[config.mk]
export PLATFORM = sky130hd
export DESIGN_NAME = dac_arbiter
export DESIGN_NICKNAME = d
export VERILOG_FILES = /design/src/rtl/dac_arbiter_pkg.sv /design/src/rtl/dac_arbiter.sv
export SDC_FILE = /design/constraint.sdc
export NUM_CORES = 1
export LEC_CHECK = 0
export ABC_AREA = 1
export CORE_ASPECT_RATIO = 1.1
export CORE_UTILIZATION = 37
export DETAILED_ROUTE_END_ITERATION = 8
export MAX_ROUTING_LAYER = met4
export PLACE_DENSITY = 0.87
export SYNTH_ARGS = -nofsm -noshare
export SYNTH_HDL_FRONTEND = slang
export SYNTH_SLANG_ARGS = --single-unit
[constraint.sdc]
create_clock -name clk -period 1.9 [get_ports clk]
set_clock_uncertainty 0.05 [all_clocks]
set_input_delay 0.19 -clock clk [delete_from_list [all_inputs] [get_ports clk]]
set_output_delay 0.19 -clock clk [all_outputs]
set_load 0.05 [all_outputs]
[src/rtl/dac_arbiter_pkg.sv]
// Shared firmware constants for the DAC SPI path.
// Used by the control loop and the DAC arbiter.
package dac_arbiter_pkg;

  typedef logic [1:0] state_t;

  localparam state_t ST_IDLE    = 2'd0;
  localparam state_t ST_GRANT   = 2'd1;
  localparam state_t ST_RELEASE = 2'd2;

  localparam logic REQ_CTRL = 1'b0;
  localparam logic REQ_CPU  = 1'b1;

  localparam logic [3:0] DAC_REG_CODE = 4'h2;

endpackage

[src/rtl/dac_arbiter.sv]
// Two-requester arbiter in front of the shared DAC SPI master.
// Requester 0 has priority, bounded by a starvation limit for requester 1.
module dac_arbiter
  import dac_arbiter_pkg::*;
#(
  parameter int DAC_WID    = 24,
  parameter int STARVE_LIM = 4,
  parameter int STARVE_WID = 3
) (
  input  logic               clk,
  input  logic               rst,
  input  logic               arm_0,
  input  logic [DAC_WID-1:0] to_dac_0,
  input  logic               ss_0,
  output logic [DAC_WID-1:0] from_dac_0,
  output logic               finished_0,
  input  logic               arm_1,
  input  logic [DAC_WID-1:0] to_dac_1,
  input  logic               ss_1,
  output logic [DAC_WID-1:0] from_dac_1,
  output logic               finished_1,
  output logic               master_arm,
  output logic [DAC_WID-1:0] master_to_slave,
  output logic               master_ss,
  input  logic [DAC_WID-1:0] master_from_slave,
  input  logic               master_finished
);

  localparam logic [STARVE_WID-1:0] LIM =
    STARVE_WID'(STARVE_LIM);

  state_t                state, state_nx;
  logic                  g, g_nx;
  logic [STARVE_WID-1:0] starve, starve_nx;
  logic [DAC_WID-1:0]    word, word_nx;
  logic                  arm_g;
  logic                  pick_cpu;

  assign arm_g    = g ? arm_1 : arm_0;
  assign pick_cpu = arm_1 && (!arm_0 || starve == LIM);

  always_ff @(posedge clk or posedge rst) begin
    if (rst) begin
      state  <= ST_IDLE;
      g      <= REQ_CTRL;
      starve <= '0;
      word   <= '0;
    end else begin
      state  <= state_nx;
      g      <= g_nx;
      starve <= starve_nx;
      word   <= word_nx;
    end
  end

  always_comb begin
    state_nx  = state;
    g_nx      = g;
    starve_nx = starve;
    word_nx   = word;
    unique case (state)
      ST_IDLE: begin
        if (arm_0 || arm_1) begin
          state_nx = ST_GRANT;
          unique case (1'b1)
            pick_cpu: begin
              g_nx      = REQ_CPU;
              word_nx   = to_dac_1;
              starve_nx = '0;
            end
            default: begin
              g_nx    = REQ_CTRL;
              word_nx = to_dac_0;
              // count only grants that made requester 1 wait
              if (arm_1 && starve != LIM)
                starve_nx = starve + STARVE_WID'(1);
            end
          endcase
        end
      end
      ST_GRANT: begin
        if (!arm_g) state_nx = ST_RELEASE;
      end
      ST_RELEASE: begin
        if (!master_finished) state_nx = ST_IDLE;
      end
      default: state_nx = ST_IDLE;
    endcase
  end

  assign master_to_slave = word;

  always_comb begin
    master_arm = 1'b0;
    master_ss  = 1'b0;
    finished_0 = 1'b0;
    finished_1 = 1'b0;
    from_dac_0 = '0;
    from_dac_1 = '0;
    if (state == ST_GRANT) begin
      master_arm = 1'b1;
      if (g == REQ_CPU) begin
        master_ss  = ss_1;
        finished_1 = master_finished;
        from_dac_1 = master_from_slave;
      end else begin
        master_ss  = ss_0;
        finished_0 = master_finished;
        from_dac_0 = master_from_slave;
      end
    end
  end

endmodule

### Yosys cells after proc, flatten, opt, wreduce, memory -nomap -nowiden

Cells that the tools add are included.
W data, S select, Z words.

* bits in registers: 30
* input bits: 79

* $add $sub $neg: 1
* equality and inequality tests: 7
* muxes and demuxes: 20
* reduce and logical (&&, ||, !) cells: 10

Operators with widths (number)
* $mux W24: 5
* $mux W1: 9
* $mux W2: 3
* $mux W3: 2
* $ne A2 B2 Y1 const B: 3
* $pmux W2 S3: 1
* $reduce_and A3 Y1: 2
* $add A3 B1 Y3 const B: 1
* $eq A3 B3 Y1 const B: 1
* $ne A3 B3 Y1 const B: 1
* $eq A2 B1 Y1 const B: 1
* $eq A2 B2 Y1 const B: 1
* $logic_and A1 B1 Y1: 2
* $logic_not A2 Y1: 1
* $logic_or A1 B1 Y1: 2
* $reduce_and A2 Y1: 1
* $reduce_bool A2 Y1: 1
* $logic_not A1 Y1: 1

### Logic depth before layout (Yosys ltp)

* depth after elaboration: 5
* depth in mapped cells: 9

### Worst setup path after synthesis

OpenSTA, ideal clock, no wires.

* kind: reg2out
* from: reg state[1]
* to: out from_dac_1[22]
* arrival: 1.922 ns
* data required time: 1.660 ns
* setup slack: -0.262 ns
* stages on the path, launching flop included: 4
* path through: dfrtp_1 > nor2_4 > inv_1 > nor3_1

* word-level cells in the longest chain between the ends: 2

RTL lines
* start, declared: line dac_arbiter.sv:32 `state_t state, state_nx;`
* start signal, assigned: line dac_arbiter.sv:49 `state <= state_nx;`
* $eq A2 B1 Y1: line dac_arbiter.sv:100 `if (state == ST_GRANT) begin`
* $mux W24: line dac_arbiter.sv:100
* end, declared: line dac_arbiter.sv:20 `output logic [DAC_WID-1:0] from_dac_1,`

No other way between the ends.

### Final worst setup path

* from: reg state[1]
* to: out from_dac_0[20]

* word-level cells in the longest chain between the ends: 2

RTL lines
* $eq A2 B1 Y1: line dac_arbiter.sv:100
* $mux W24: line dac_arbiter.sv:100
* end, declared: line dac_arbiter.sv:15 `output logic [DAC_WID-1:0] from_dac_0,`

No other way between the ends.

==> out/results.ini <==
[sta]
fmax_mhz=558
setup_viol=0
hold_viol_final=0
relSlewSlack_pct=64.2
slew_viol_final=0
worst_pin_slew_ps=535
fin_crit_ps=1790
min_period_over_period_pct=94.4
rsz0062_at_grt=no

[clocking]
cts_root_buf=clkbuf_8
cts_setup_buffers=0
cts_tree=built
clock_latency_ps=270
clockBufferDepth=2
cts_hold_buffers=0
cts_sinks=30
cts_max_level=2
clk_pin_slew_ps=60
numCtsBuffers=5
post_cts_resized=0

[synth]
synth_seq_cells=30
ys_warn_count=0
synth.distinct_cells=20
synth_area_sq_um=2020
synth-seq-area-share_pct=37.2
synth.avg_cell_area_sq_um=6.16
synth_top_cell_by_area=dfrtp_1
yosys-top-cells-area=dfrtp_1 (37%), nand2_1 (16%), inv_1 (15%), nand3_1 (12%), nor2_1 (9.3%)
synth_nets=409
synth_top_area_share_pct=37.2
syn_inst=328

[drt]
vias=2553
drc=0
via_per_inst=4.61
wl_um=7030
wire_per_inst_um=12.7
ant_nets=0
first_pass_iters=4
drt_iter0_markers=73

[floorplanning]
die_w_um=72.5
core_area_sq_um=5130
start_util_pct=39.4
die_area_sq_um=5760
rows=27
die_y_um=79.5
io_pins=155

[power_and_ir_drop]
p_per_area_nw_per_um2=1600
p_leak_nw=2.20
irDropWorstVdd_mv=1.30

[critical_path]
cp_top_family=simple AND/OR/NAND/NOR gates
crit_arrival_ps=1550
cp_slowest_cell=dfrtp_1
cp-end-kind=output port
cp-start-kind=flop
cpPeakStageDelay_ps=420
crit_chain=nor2_4 > nand2_1 > buf_4 > nor2_1 > buf_12
cp.required_ps=1660
critPathMaxFanout=25
path_buf_inv=2
critPathKind=reg -> out

[placed_design]
dp_cells=546
place_area_sq_um=4150
hpwlAfterDp_um=5700
io_buffers=154
gp_congestion=0.778

[worst_hold_path]
hold_class=in -> async

[finish]
final_cell_mix=clkdlybuf4s50_1 (102), nand2_1 (87), inv_1 (80), buf_12 (51), nand3_1 (49)
area_delta_synth_final_pct=110
nets=562
final_cells=554
fin_area_sq_um=4240
antennaDiodeCount=0
drive_gt1_share_pct=17.0
layout_commonest_cell=clkdlybuf4s50_1
nFillCells=328

[global_routing]
grt_max_degree=31
grt_overflow=0
antenna_found_initial=0
grt.total_usage_pct=25.6
grt_pass1_wl_um=11200
grt_pass1_vias=2473

[run]
drv_cap=0

[run_status]
status=finished clean

-- tightest hold or removal path, stage by stage --
cell and delay [ps]:
clkdlybuf4s50_1 390, inv_1 50, buf_4 340
-- synth_stat cells --
| library cell | count |
|---|---|
| nand2_1 | 87 |
| inv_1 | 80 |
| nor2_1 | 50 |
| nand3_1 | 49 |
| dfrtp_1 | 30 |
| buf_2 | 10 |
| o21ai_0 | 4 |
| buf_6 | 2 |
| clkbuf_1 | 2 |
| ha_1 | 2 |
| inv_2 | 2 |
| nand2_2 | 2 |
| a21oi_1 | 1 |
| buf_4 | 1 |
| nor2_2 | 1 |
| nor2_4 | 1 |
| nor3_1 | 1 |
| o21ai_1 | 1 |
| o21ai_4 | 1 |
| xor2_1 | 1 |
-- logic make-up after synthesis --
| logic type | share of synthesized area [%] |
|---|---|
| simple gates | 39.3 |
| compound gates | 2.29 |
| fa+ha+maj | 1.24 |
| flops | 37.2 |
| buf+inv | 19.6 |
| xor+xnor | 0.434 |
-- metal layers --
layer	track usage, %	routed length (um)	up-vias
li1	-	-	1250
met1	26.4	2490	1162
met2	48.4	3830	130
met3	5.30	605	11
met4	7.25	111	0
met5	-	0	-
-- layout make-up --
cell class | count | area [sq um] | share of cell area, %
clock inverter | 1 | 5.00 | 0.118
clock buffer | 7 | 86.3 | 2.04
tap | 72 | 90.1 | 2.12
timing repair buffer | 161 | 2100 | 49.6
inverter | 82 | 308 | 7.26
sequential | 30 | 751 | 17.7
multi-input combinational | 201 | 900 | 21.2
-- registers in the layout (all words and copies together) (netlist names) --
register         flops
g                    1
master_to_slave     24
starve               3
state                2
-- final timing paths --
check                                                        to  slack [ps]                      startpoint  cells after the start
worst min register to register   master_to_slave[6]$_DFFE_PP0P_         430  master_to_slave[6]$_DFFE_PP0P_                      2
worst max register to register  master_to_slave[11]$_DFFE_PP0P_         330           starve[0]$_DFFE_PP0P_                      8
worst min-delay path             master_to_slave[2]$_DFFE_PP0P_         240                             rst                      3
worst max-delay path                             from_dac_0[20]         110            state[1]$_DFFE_PP0P_                      5
min in group clk                 master_to_slave[6]$_DFFE_PP0P_         430  master_to_slave[6]$_DFFE_PP0P_                      2
max in group asynchronous       master_to_slave[22]$_DFFE_PP0P_        1290                             rst                      3
-- per-stage QoR --
stage               setup TNS [ps]  hold slack (ps)  util (%)  setup WS [ps]  total power, mW
floorplan                    -4770              231         -           -149             4.11
global placement                 0              413      80.8            308             6.20
detailed placement               0              420      80.8            226             6.28
CTS                              0              250      82.6           97.6             6.82
global route                     0              282      82.6           6.44             7.12
finish                           0              236      82.6            107             6.78
-- power by group --
part / internal (mW) / total, mW / switching, mW
sequential: 0.964 / 1.19 / 0.222
combinational: 1.93 / 5.08 / 3.14
clock: 0.292 / 0.522 / 0.231
(Power assumes the default switching activity.)
